$ cat config.mk
export PLATFORM = sky130hd
export DESIGN_NAME = seq_pipe_skid_buf_flat
export DESIGN_NICKNAME = d
export VERILOG_FILES = /design/src/rtl/seq_pipe_pkg.sv /design/src/rtl/seq_pipe_skid_buf_if.sv /design/src/rtl/seq_pipe_en_reg.sv /design/src/rtl/seq_pipe_skid_buf.sv /design/src/flat_wrapper.sv
export SDC_FILE = /design/constraint.sdc
export NUM_CORES = 1
export LEC_CHECK = 0
export CAP_MARGIN = 20
export CORE_AREA = 4 4 53 90
export DETAILED_ROUTE_END_ITERATION = 7
export DIE_AREA = 0 0 57 94
export GPL_TIMING_DRIVEN = 1
export SYNTH_ARGS = -nofsm -noshare
export SYNTH_HDL_FRONTEND = slang
export SYNTH_SLANG_ARGS = --single-unit
$ cat constraint.sdc
create_clock -name clk -period 3.1 [get_ports clk]
set_input_delay 0.62 -clock clk [delete_from_list [all_inputs] [get_ports clk]]
set_output_delay 0.62 -clock clk [all_outputs]
set_load 0.1 [all_outputs]
$ cat src/rtl/seq_pipe_pkg.sv
// Shared types and constants for the two-entry skid buffer pipeline stage.
package seq_pipe_pkg;

    // Width of the occupancy output (counts 0..2).
    localparam int c_occ_w = 2;

    // Buffer occupancy states; the encoding doubles as the occupancy count.
    typedef enum logic [1:0] {
        EMPTY = 2'd0,
        ONE   = 2'd1,
        FULL  = 2'd2
    } skid_state_t;

    // Map a state to the number of buffered messages; unencoded states read as empty.
    function automatic logic [c_occ_w-1:0] occ_of(skid_state_t s);
        logic [c_occ_w-1:0] n;
        n = '0;
        case (s)
            ONE:     n = 2'd1;
            FULL:    n = 2'd2;
            default: n = 2'd0;
        endcase
        return n;
    endfunction

endpackage

$ cat src/rtl/seq_pipe_skid_buf_if.sv
// Latency-insensitive val/rdy message channel.
// master drives val/msg and observes rdy; slave does the opposite.
interface seq_pipe_skid_buf_if #(
    parameter int p_nbits = 8
);
    logic               val;
    logic               rdy;
    logic [p_nbits-1:0] msg;

    modport master (output val, output msg, input rdy);
    modport slave  (input val, input msg, output rdy);
endinterface

$ cat src/rtl/seq_pipe_en_reg.sv
// Parameterised data register with load enable and asynchronous active-high reset to zero.
module seq_pipe_en_reg #(
    parameter int p_nbits = 8
) (
    input  logic               clk,
    input  logic               reset,
    input  logic               en,
    input  logic [p_nbits-1:0] d,
    output logic [p_nbits-1:0] q
);

    // Load only when enabled so the data flops toggle only on real transfers.
    always_ff @(posedge clk or posedge reset) begin
        if (reset) begin
            q <= '0;
        end else if (en) begin
            q <= d;
        end
    end

endmodule

$ cat src/rtl/seq_pipe_skid_buf.sv
// Two-entry elastic pipeline stage. The head register drives the output; the
// skid register catches one extra message when the consumer stalls, so in_rdy
// depends only on registered state and never on the same-cycle out_rdy.
module seq_pipe_skid_buf
    import seq_pipe_pkg::*;
#(
    parameter int p_nbits = 8
) (
    input  logic                    clk,
    input  logic                    reset,
    seq_pipe_skid_buf_if.slave      in_if,
    seq_pipe_skid_buf_if.master     out_if,
    output logic [c_occ_w-1:0]      occ
);

    skid_state_t        state;
    logic               in_rdy;
    logic               out_val;
    logic               in_fire;
    logic               out_fire;
    logic               main_en;
    logic               skid_en;
    logic [p_nbits-1:0] main_d;
    logic [p_nbits-1:0] main_q;
    logic [p_nbits-1:0] skid_q;

    // Handshake outputs come only from state; reset forces in_rdy low immediately.
    assign in_rdy   = (state != FULL) & ~reset;
    assign out_val  = (state == ONE) | (state == FULL);
    assign in_fire  = in_if.val & in_rdy;
    assign out_fire = out_val & out_if.rdy;

    assign in_if.rdy  = in_rdy;
    assign out_if.val = out_val;
    assign out_if.msg = main_q;
    assign occ        = occ_of(state);

    // Decide which data register loads this cycle and what the head takes in.
    always_comb begin
        main_en = 1'b0;
        skid_en = 1'b0;
        main_d  = in_if.msg;
        case (state)
            EMPTY: begin
                main_en = in_fire;
            end
            ONE: begin
                main_en = in_fire & out_fire;
                skid_en = in_fire & ~out_fire;
            end
            FULL: begin
                main_en = out_fire;
                main_d  = skid_q;
            end
            default: begin
                main_en = 1'b0;
            end
        endcase
    end

    // Occupancy FSM; any unencoded state falls back to EMPTY.
    always_ff @(posedge clk or posedge reset) begin
        if (reset) begin
            state <= EMPTY;
        end else begin
            case (state)
                EMPTY: begin
                    if (in_fire) begin
                        state <= ONE;
                    end
                end
                ONE: begin
                    if (in_fire && !out_fire) begin
                        state <= FULL;
                    end else if (!in_fire && out_fire) begin
                        state <= EMPTY;
                    end
                end
                FULL: begin
                    if (out_fire) begin
                        state <= ONE;
                    end
                end
                default: begin
                    state <= EMPTY;
                end
            endcase
        end
    end

    seq_pipe_en_reg #(.p_nbits(p_nbits)) main_reg (
        .clk   (clk),
        .reset (reset),
        .en    (main_en),
        .d     (main_d),
        .q     (main_q)
    );

    seq_pipe_en_reg #(.p_nbits(p_nbits)) skid_reg (
        .clk   (clk),
        .reset (reset),
        .en    (skid_en),
        .d     (in_if.msg),
        .q     (skid_q)
    );

endmodule

$ cat src/flat_wrapper.sv
// flat-port wrapper written by rule: the top's interface ports become plain ports
module seq_pipe_skid_buf_flat import seq_pipe_pkg::*;
#(
    parameter int p_nbits = 8
)
  (clk, reset, occ, in_if_val, in_if_msg, in_if_rdy, out_if_val, out_if_msg, out_if_rdy);
  seq_pipe_skid_buf_if #(.p_nbits(p_nbits)) in_if_i ();
  seq_pipe_skid_buf_if #(.p_nbits(p_nbits)) out_if_i ();
  input  logic clk;
  input  logic reset;
  output logic [c_occ_w-1:0] occ;
  input wire logic [$bits(in_if_i.val)-1:0] in_if_val;
  input wire logic [$bits(in_if_i.msg)-1:0] in_if_msg;
  output wire logic [$bits(in_if_i.rdy)-1:0] in_if_rdy;
  output wire logic [$bits(out_if_i.val)-1:0] out_if_val;
  output wire logic [$bits(out_if_i.msg)-1:0] out_if_msg;
  input wire logic [$bits(out_if_i.rdy)-1:0] out_if_rdy;
  assign in_if_i.val = in_if_val;
  assign in_if_i.msg = in_if_msg;
  assign in_if_rdy = in_if_i.rdy;
  assign out_if_val = out_if_i.val;
  assign out_if_msg = out_if_i.msg;
  assign out_if_i.rdy = out_if_rdy;
  seq_pipe_skid_buf #(.p_nbits(p_nbits)) u_core (.clk(clk), .reset(reset), .in_if(in_if_i), .out_if(out_if_i), .occ(occ));
endmodule
# Yosys cells after proc, flatten, opt, wreduce, memory -nomap -nowiden
# Index checks and enable logic that the tools add are counted.
[word_totals]
elab_cells = 32
reg_bits = 18
[classes]
n_bitwise = 8
eq_ne = 6
n_reduce_logical = 6
mux = 9
[ops]
columns = ["operator", "count"]
rows = [
  ["$mux 2", 4],
  ["$mux 8", 1],
  ["$pmux 2 s3", 1],
  ["$and 1x1->1", 5],
  ["$ne 2x1->1 const B", 2],
  ["$pmux 2 s2", 1],
  ["$ne 3x3->1 const B", 1],
  ["$pmux 1 s3", 1],
  ["$reduce_and 3->1", 1],
  ["$eq 2x1->1 const B", 1],
  ["$eq 2x2->1 const B", 1],
  ["$logic_and 1x1->1", 2],
  ["$logic_not 1->1", 2],
  ["$logic_not 2->1", 1],
  ["$ne 2x2->1 const B", 1],
  ["$not 1->1", 2],
  ["$mux 1", 1],
  ["$or 1x1->1", 1],
]

# Logic depth before layout (Yosys ltp)
# Gate-level depths: netlist of run 1.
[logic_depth]
ltp_word = 8
mapped_depth = 11
ltp_nobuf = 10

# Modules after synthesis
# A second synthesis of run 1 with hierarchy kept.
[unflattened]
hier_cells = 78
area_unflattened_um2 = 1058.5
[by_module_without_submodules]
columns = ["mod", "area_per_inst_um2", "instances", "cells_each"]
rows = [
  ["seq_pipe_en_reg", 335.3, 2, 18],
  ["seq_pipe_skid_buf", 387.9, 1, 42],
]

# Worst setup path before layout of run 1
# OpenSTA, ideal clock, no wires.
[synth_timing]
path_kind = "reg-to-reg"
from = "register u_core.state[0]"
to = "register u_core.state[1]"
period_less_slack_ps = 3771
arrival_ps = 3685
path_stages_with_launch = 10
slack_ps = -671
required_ps = 3014
setup_ps = 86
path_cell_list = "dfrtp_1 > inv_1 > ha_1 > nor2_1 > nand2_1 > inv_1 > ha_1 > a22oi_2 > a21boi_0 > mux2i_1"
[synth_between]
elab_chain_cells = 7
[synth_lines]
columns = ["item", "line_no", "rtl"]
rows = [
  ["start, declared", "seq_pipe_skid_buf.sv:16", "skid_state_t state;"],
  ["start signal, assigned", "seq_pipe_skid_buf.sv:64", "state <= EMPTY;"],
  ["start signal, assigned", "seq_pipe_skid_buf.sv:69", "state <= ONE;"],
  ["start signal, assigned", "seq_pipe_skid_buf.sv:74", "state <= FULL;"],
  ["$ne 2x2->1 (*)", "seq_pipe_skid_buf.sv:28", "assign in_rdy = (state != FULL) & ~reset;"],
  ["$and 1x1->1 (*)", "seq_pipe_skid_buf.sv:28", ""],
  ["net in_if_rdy", "flat_wrapper.sv:14", "output wire logic [$bits(in_if_i.rdy)-1:0] in_if_rdy;"],
  ["$and 1x1->1 (*)", "seq_pipe_skid_buf.sv:30", "assign in_fire = in_if.val & in_rdy;"],
  ["$logic_not 1->1", "seq_pipe_skid_buf.sv:75", "end else if (!in_fire && out_fire) begin"],
  ["$logic_and 1x1->1", "seq_pipe_skid_buf.sv:75", ""],
  ["$ne 3x3->1 (no source line)", "--", ""],
  ["$reduce_and 3->1 (no source line)", "--", ""],
]
# Mark *: on every way through the listed nets, which the timed path passes. The rest lies on a longest branch.
# A chain may end at the register's enable or synchronous reset.

# Final worst setup path of run 1
[layout_timing]
from = "register u_core.state[0]"
to = "register u_core.state[1]"
[layout_between]
elab_chain_cells = 7
[layout_lines]
columns = ["item", "line_no"]
rows = [
  ["$ne 2x2->1, or another cell as far along", "seq_pipe_skid_buf.sv:28"],
  ["$and 1x1->1 or $or 1x1->1 (tied branches)", "seq_pipe_skid_buf.sv:28, seq_pipe_skid_buf.sv:29"],
  ["$and 1x1->1, on equally long branches", "seq_pipe_skid_buf.sv:30, seq_pipe_skid_buf.sv:31"],
  ["$logic_not 1->1, on equally long branches", "seq_pipe_skid_buf.sv:75, seq_pipe_skid_buf.sv:73"],
  ["$logic_and 1x1->1, on equally long branches", "seq_pipe_skid_buf.sv:75, seq_pipe_skid_buf.sv:73"],
  ["$ne 3x3->1 (no source line) or $mux 2 (tied branches)", "--"],
  ["$reduce_and 3->1 (no source line) or $pmux 2 s3 (tied branches)", "--"],
]
# Several ways; a longest one is shown, not always the timed one.

==> flow_summary.ini, run 1 <==
[sta]
setup_violations = 0
slew_headroom_pct = 55.56
final.period_utilization_pct = 70.82
drv_slew = 0
worst_clock_skew_ns = 0.001162
layout_setup_ws_ns = 0.9045
fmax_ghz = 0.4555
tightest_slew_ns = 0.6658
rsz0062_at_grt = no
finalSetupTns_ns = 0
hold_viol_final = 0
fin_crit_ns = 2.196

[setup_path]
arrival_ns = 2.36
r2r-end = u_core.state[1]$_DFFE_PP0P_
cp_max_fo = 8
regToRegSetupSlack_ns = 0.90
critPathRequiredTime_ns = 3.27
criticalPathCategory = flip-flop to flip-flop
end_kind = flip-flop
cp-start-kind = flip-flop
r2r_start = u_core.state[0]$_DFFE_PP0P_
r2r_cells = 9

[route]
first_iter_violations = 14
dr.pass1.iters = 4
wirelength_um = 1842
vias_per_cell = 4.277
ant_nets = 0
wl_per_cell_um = 11.88
vias = 663
drc = 0

[layout]
antenna_cells = 0
area_growth_pct = 30.30
layout.nets = 127
fillers = 440
drive_gt1_share_pct = 30.19

[logic_synthesis]
synthTopCellsByArea = dfrtp_1 (46%), mux2i_1 (9.2%), mux2_2 (9.2%)
syn-cell-area_um2 = 974.7
synth_common_cells = dfrtp_1 (18), mux2i_1 (9), mux2_2 (8), ha_1 (7), nor2_1 (7)
yosysUniqueCellTypes = 22
synth_flop_cell = dfrtp_1
ys_seq_elements = 18
postSynth.asyncResetShare_pct = 100.0
yosysTopAreaCellShare_pct = 46.21
synth-seq-area-share_pct = 46.21
synth.most_common_cell = dfrtp_1
yosys_warnings = 0
synth_edf_count = 0
synth.avg_cell_area_um2 = 12.03
synthCells = 81
yosysTopAreaCell = dfrtp_1
synth_nets = 100

[global_routing]
grt_usage_pct = 7.506
grt-ovfl-total = 0
grt_first_pass_wirelength_um = 3325
antenna_found_initial = 0
grt_max_degree = 19
grt_pass1_vias = 754

[floorplanning]
die_h_um = 94
rows = 31
die_w_um = 57
initial_core_util_pct = 23.71
die-area_um2 = 5358
core_area_um2 = 4111
ios = 24

[clock_tree]
cts_sinks = 18
postCtsHoldBufs = 0
ctsResizeCount = 0
root_buffer = clkbuf_8
numCtsBuffers = 3
clk_latency_ns = 0.25
cts_tree = yes
htree_levels = 1
clkTransAtPathRegs_ns = 0.06
clockBufferDepth = 2
post_cts_buffers = 0

[placement]
place_congestion = 0.7676
dp_hpwl_um = 1445
dpl_worst_slack_ns = 0.6493
port_buffers = 23

[run]
cap_violations = 0

[hold_path]
min_path_cells = 1
min_from = u_core.skid_reg.q[4]$_DFFE_PP0P_
holdPathEnd = u_core.skid_reg.q[4]$_DFFE_PP0P_
hold_class = flip-flop to flip-flop

[outcome]
outcome = finished clean
[registers in the layout, summed over array words and instances (netlist names)]
register / count
u_core.state: 2
u_core.main_reg.q: 8
u_core.skid_reg.q: 8
[final cells by class]
class                      instances  area (um2)  share of cell area (%)
sequential                        18       450.4                   35.47
timing repair buffer              24       207.7                   16.35
clock buffer                       3       41.29                   3.251
inverter                           6       22.52                   1.773
multi-input combinational         55       486.7                   38.33
tap                               49       61.31                   4.828
[critical path: stages, from the launching register on]
cell and delay (ns):
dfrtp_1 0.43, inv_1 0.12, ha_1 0.37, nor2_4 0.07, nand2_1 0.11, inv_1 0.07, ha_1 0.32, a22oi_2 0.14
a21boi_0 0.26, mux2i_1 0.22
[per-stage QoR]
stage / utilization, % / area, um2 / hold slack (ns) / cells
2_1_floorplan: - / 982.2 / 0.4792 / 81
3_3_place_gp: 29.88 / 1229 / 0.4915 / 152
3_5_place_dp: 29.88 / 1229 / 0.4987 / 152
4_1_cts: 30.89 / 1270 / 0.5142 / 155
5_1_grt: 30.89 / 1270 / 0.5309 / 155
6_report: 30.89 / 1270 / 0.5085 / 155
[cells in the final DEF (no fill, tap or decap)]
master / instances
nor2_2: 2
nand3b_1: 1
buf_4: 13
nand4bb_4: 1
dfrtp_1: 18
mux2i_1: 9
nor2_1: 6
and2_1: 1
a22oi_2: 1
nor2_4: 1
a22oi_1: 1
nand2b_1: 1
a21oi_2: 2
clkbuf_8: 3
nand3_1: 1
a21oi_4: 1
a2bb2oi_1: 1
mux2_2: 8
clkdlybuf4s50_1: 11
a221oi_1: 1
inv_1: 6
a21boi_0: 1
ha_1: 7
a21oi_1: 6
nand2_1: 3
[how the worst max path moves through the flow]
stage / slack [ns] / cells past startpoint / start / end
finish: 0.90 / 9 / u_core.state[0]$_DFFE_PP0P_ / u_core.state[1]$_DFFE_PP0P_
global route: 0.67 / 10 / u_core.state[0]$_DFFE_PP0P_ / u_core.main_reg.q[6]$_DFFE_PP0P_
CTS: 0.89 / 9 / u_core.state[0]$_DFFE_PP0P_ / u_core.state[1]$_DFFE_PP0P_
detailed placement: 0.65 / 8 / reset / u_core.state[1]$_DFFE_PP0P_
global placement: 0.69 / 8 / reset / u_core.state[1]$_DFFE_PP0P_
floorplan: 0.12 / 9 / u_core.state[0]$_DFFE_PP0P_ / u_core.state[1]$_DFFE_PP0P_
[layer usage]
| metal | wire length, um | GRT usage, % |
|---|---|---|
| met1 | 875 | 9.881 |
| met2 | 828 | 12.02 |
| met3 | 131 | 1.788 |
| met4 | 7 | 2.321 |
| met5 | 0 | 0 |
[kinds of logic (layout without fill, tap and decap cells)]
family          count (synthesis)  in the layout  share of synthesized area (%)
flops                          18             18                          46.21
mux                            17             17                          18.49
simple gates                   17             17                          10.53
compound gates                 14             14                          11.17
buf+inv                         8             33                          4.621
fa+ha+maj                       7              7                          8.985
Power of run 1 is left out: the tool's default activity adds up to more than one toggle a clock period on the data nets, which glitch-free logic cannot reach.
==> run 2: changes to the inputs <==
==> constraint.sdc (replaced) <==
create_clock -name clk -period 1.8 [get_ports clk]
set_input_delay 0.36 -clock clk [delete_from_list [all_inputs] [get_ports clk]]
set_output_delay 0.36 -clock clk [all_outputs]
set_load 0.1 [all_outputs]
==> run 2 against run 1 <==
  * Critical path depth unchanged
  * Count of clock-buffer cells in the layout unchanged
  * Via count increased by 16%
  * Non-clock buffer count increased by 14
  * Die area unchanged
  * Setup slack got worse by 0.89 ns
  * First-iteration DRC count decreased by 36%
  * Flip-flop and latch count unchanged
==> flow_summary.ini, run 2 (synthesized netlist as in run 1, its figures left out) <==
[floorplanning]
die_w_um = 57
die-area_um2 = 5358
initial_core_util_pct = 23.71
core_area_um2 = 4111
die_h_um = 94
ios = 24
rows = 31

[clock_tree]
root_buffer = clkbuf_8
clockBufferDepth = 2
htree_levels = 1
cts_sinks = 18
numCtsBuffers = 3
postCtsHoldBufs = 0
clkTransAtPathRegs_ns = 0.06
clk_latency_ns = 0.25
cts_tree = yes

[setup_path]
criticalPathCategory = flip-flop to flip-flop
cp.depth = 9
r2r_cells = 9
arrival_ns = 1.96
worstPathCellList = buf_6, ha_4, nor2_4, nand2_2, inv_2, ha_4, a22oi_2, a21boi_2, mux2i_1
cp_top_family = flip-flops
cp-start-kind = flip-flop
critPathRequiredTime_ns = 1.98
slowest_stage = dfrtp_1
end_kind = flip-flop
crit_path_frequent_cell = ha_4
slowest_delay_ns = 0.40
cp_max_fo = 2
cp_num_buf_inv = 2

[layout]
largestRegisters = u_core.main_reg.q: 8 flops, u_core.skid_reg.q: 8 flops, u_core.state: 2 flops
layout_common_cells = dfrtp_1 (18), buf_12 (13), clkdlybuf4s50_1 (11), buf_4 (11), mux2i_1 (9)
fillers = 411
drive_gt1_share_pct = 56.67
antenna_cells = 0
layout.nets = 141
final_common_cell = dfrtp_1
area_growth_pct = 72.27

[hold_path]
hold_class = flip-flop to flip-flop
min_path_cells = 1

[placement]
port_buffers = 23
dp_hpwl_um = 1759
dpl_worst_slack_ns = -0.2751
place_congestion = 0.7034

[global_routing]
grt_pass1_vias = 863
grt_usage_pct = 9.055
grt_max_degree = 17
antenna_found_initial = 0
grt_first_pass_wirelength_um = 3850
grt-ovfl-total = 0

[sta]
drv_slew = 0
fmax_ghz = 0.5605
worst_clock_skew_ns = 0.0008033
slew_headroom_pct = 77.13
hold_viol_final = 0
tightest_slew_ns = 0.3427
fin_crit_ns = 1.784
setup_violations = 0
layout_setup_ws_ns = 0.01591
final.period_utilization_pct = 99.12
rsz0062_at_grt = yes

[route]
wirelength_um = 2406
wl_per_cell_um = 14.24
drc = 0
vias = 771
first_iter_violations = 9
ant_nets = 0
vias_per_cell = 4.562
dr.pass1.iters = 4

[run]
cap_violations = 0

[outcome]
outcome = finished clean
run 2: cell count changes in the layout (fill, tap and decap cells not counted), sizes merged:
cell    delta
buf       +13
clkbuf     +1
run 2: path summary, 6_finish.rpt:
path / from / end / slack (ns)
worst max-delay path: u_core.state[1]$_DFFE_PP0P_ / u_core.state[1]$_DFFE_PP0P_ / 0.02
worst min-delay path: u_core.skid_reg.q[5]$_DFFE_PP0P_ / u_core.skid_reg.q[5]$_DFFE_PP0P_ / 0.51
worst max register to register: u_core.state[1]$_DFFE_PP0P_ / u_core.state[1]$_DFFE_PP0P_ / 0.02
max in group asynchronous: reset / u_core.main_reg.q[6]$_DFFE_PP0P_ / 0.74
min in group asynchronous: reset / u_core.state[0]$_DFFE_PP0P_ / 0.60
worst min register to register: u_core.skid_reg.q[5]$_DFFE_PP0P_ / u_core.skid_reg.q[5]$_DFFE_PP0P_ / 0.51
run 2: layout make-up:
class                   instances  area, um2  share of cell area, %
well taps                      49      61.31                  3.651
inverters                       6      22.52                  1.341
repair buffers                 38      500.5                  29.81
multi-input cells              55      603.1                  35.92
flip-flops and latches         18      450.4                  26.83
clock buffers                   3      41.29                  2.459
run 2: repair_timing:
| item | in CTS | in global routing |
|---|---|---|
| setup endpoints to repair | 17 | 19 |
| pin swaps | 0 | 4 |
| gates resized for setup | 3 | 12 |
| setup buffers | 2 | 1 |
| hold endpoints to repair | 0 | 0 |
| cloned | 0 | 1 |
run 2: per-layer routing:
metal	wire [um]	GRT usage (%)	vias to the layer above
met5	0	0	-
met3	82	1.238	5
met4	46	4.062	0
met2	1346	16.51	24
met1	931	10.14	383
li1	-	-	359
run 2: metrics by stage:
step	instances	util (%)	setup TNS (ns)	cell area (um2)	hold slack, ns
after global routing	169	40.84	-0.1513	1679	0.5311
after global placement	162	37.10	-2.058	1525	0.4867
after CTS	167	38.77	0	1594	0.5152
after detailed placement	162	37.10	-2.594	1525	0.5009
final	169	40.84	0	1679	0.5107
after floorplan	81	-	-8.768	1041	0.2986
Power of run 2 is left out for the same reason.
==> run 3: changes to the inputs <==
--- a/config.mk
+++ b/config.mk
@@ -9,6 +9,7 @@
 export CORE_AREA = 4 4 53 90
 export DETAILED_ROUTE_END_ITERATION = 7
 export DIE_AREA = 0 0 57 94
+export GPL_ROUTABILITY_DRIVEN = 0
 export GPL_TIMING_DRIVEN = 1
 export SYNTH_ARGS = -nofsm -noshare
 export SYNTH_HDL_FRONTEND = slang
==> constraint.sdc (replaced) <==
create_clock -name clk -period 2.3 [get_ports clk]
set_input_delay 0.46 -clock clk [delete_from_list [all_inputs] [get_ports clk]]
set_output_delay 0.46 -clock clk [all_outputs]
set_load 0.1 [all_outputs]
==> run 3 against run 2 <==
  * Critical path depth stayed put
  * First-iteration DRC count is 67% higher
  * Final area is 17% lower
  * Flip-flop and latch count stayed put
  * Global-route usage is 0.66 points lower
  * Die area stayed put
  * Register-to-register slack better by 0.25 ns
  * Hold slack worse by 0.0038 ns
  * Setup slack better by 0.25 ns
  * Fmax is 12% lower
  * Critical path type unchanged
  * Largest cell class unchanged
==> flow_summary.ini, run 3 (synthesized netlist as in run 1, its figures left out) <==
[outcome]
outcome = finished clean

[setup_path]
critPathLaunch = u_core.state[0]$_DFFE_PP0P_
cp_top_family = adder cells
crit_path_frequent_cell = inv_2
slowest_delay_ns = 0.43
slowest_stage = dfrtp_1
cp_max_fo = 15
arrival_ns = 2.22
cp_num_buf_inv = 2
worstPathCellList = inv_2, ha_4, nor2_4, nand2_2, inv_2, ha_1, a221oi_1, nand3b_1, nand3_1
r2r_start = u_core.state[0]$_DFFE_PP0P_
critPathRequiredTime_ns = 2.48
cp-start-kind = flip-flop
end_kind = flip-flop
criticalPathCategory = flip-flop to flip-flop

[layout]
regArea_um2 = 450.4
antenna_cells = 0
drive_gt1_share_pct = 40.57
fillers = 446
layout_common_cells = dfrtp_1 (18), clkdlybuf4s50_1 (11), mux2i_1 (9)
layout.nets = 127
largestRegisters = u_core.main_reg.q: 8 flops, u_core.skid_reg.q: 8 flops, u_core.state: 2 flops
multiInputGateArea_um2 = 545.5
final_common_cell = dfrtp_1
area_growth_pct = 42.75

[floorplanning]
initial_core_util_pct = 23.71
die-area_um2 = 5358
rows = 31
die_w_um = 57
die_h_um = 94
core_area_um2 = 4111
ios = 24

[clock_tree]
clockBufferDepth = 2
clkTransAtPathRegs_ns = 0.07
ctsResizeCount = 0
root_buffer = clkbuf_8
htree_levels = 1
postCtsHoldBufs = 0
numCtsBuffers = 3
cts_tree = yes
post_cts_buffers = 0
clk_latency_ns = 0.25
cts_sinks = 18

[run]
cap_violations = 0

[sta]
finalSetupTns_ns = 0
final.period_utilization_pct = 88.60
slew_headroom_pct = 54.39
rsz0062_at_grt = no
hold_slack_ns = 0.5070
hold_viol_final = 0
tightest_slew_ns = 0.6834
drv_slew = 0
fmax_ghz = 0.4907
setup_violations = 0
fin_crit_ns = 2.038
worst_clock_skew_ns = 0.001011

[global_routing]
grt_max_degree = 19
grt-ovfl-total = 0
grt_usage_pct = 8.399
grt_first_pass_wirelength_um = 3532
grt_pass1_vias = 781
antenna_found_initial = 0

[route]
dr.pass1.iters = 2
wl_per_cell_um = 12.81
ant_nets = 0
vias = 688
drc = 0
first_iter_violations = 15
wirelength_um = 1986
vias_per_cell = 4.439

[placement]
port_buffers = 23
dp_hpwl_um = 1572

[hold_path]
hold_class = flip-flop to flip-flop
min_from = u_core.skid_reg.q[4]$_DFFE_PP0P_
-- run 3: routing by layer --
metal,vias up,track usage [%],wire length [um]
li1,329,-,-
met1,337,8.411,744
met2,18,15.65,1090
met3,4,2.476,131
met4,0,3.482,19
met5,-,0,0
-- run 3: layout make-up --
| class | instances | share of cell area [%] |
|---|---|---|
| sequential | 18 | 32.37 |
| multi-input combinational | 55 | 39.21 |
| clock buffer | 3 | 2.968 |
| tap | 49 | 4.406 |
| timing repair buffer | 24 | 19.42 |
| inverter | 6 | 1.619 |
-- run 3: final timing paths --
kind	slack (ns)	end	cells past startpoint
max	0.26	u_core.state[0]$_DFFE_PP0P_	9
min	0.51	u_core.skid_reg.q[4]$_DFFE_PP0P_	1
max reg2reg	0.26	u_core.state[0]$_DFFE_PP0P_	9
min reg2reg	0.51	u_core.skid_reg.q[4]$_DFFE_PP0P_	1
max in group asynchronous	1.12	u_core.skid_reg.q[1]$_DFFE_PP0P_	2
min in group asynchronous	0.75	u_core.main_reg.q[4]$_DFFE_PP0P_	2
-- run 3: worst register-to-register path: cells and delay by family, from the launching register on --
kind,cells,cell delay (ns)
compound gates,1,0.35
fa+ha+maj,2,0.63
buf+inv,2,0.17
flops,1,0.43
simple gates,4,0.38
-- run 3: stage by stage --
stage	std cells	worst slack, ns	utilization (%)	instance area (um2)
6_report	155	0.2623	33.84	1391
5_1_grt	155	0.05600	33.84	1391
4_1_cts	155	0.2402	33.84	1391
3_5_place_dp	152	0.09813	32.84	1350
3_3_place_gp	152	0.1700	32.84	1350
2_1_floorplan	81	-0.05671	-	1041
Power of run 3 is left out for the same reason.
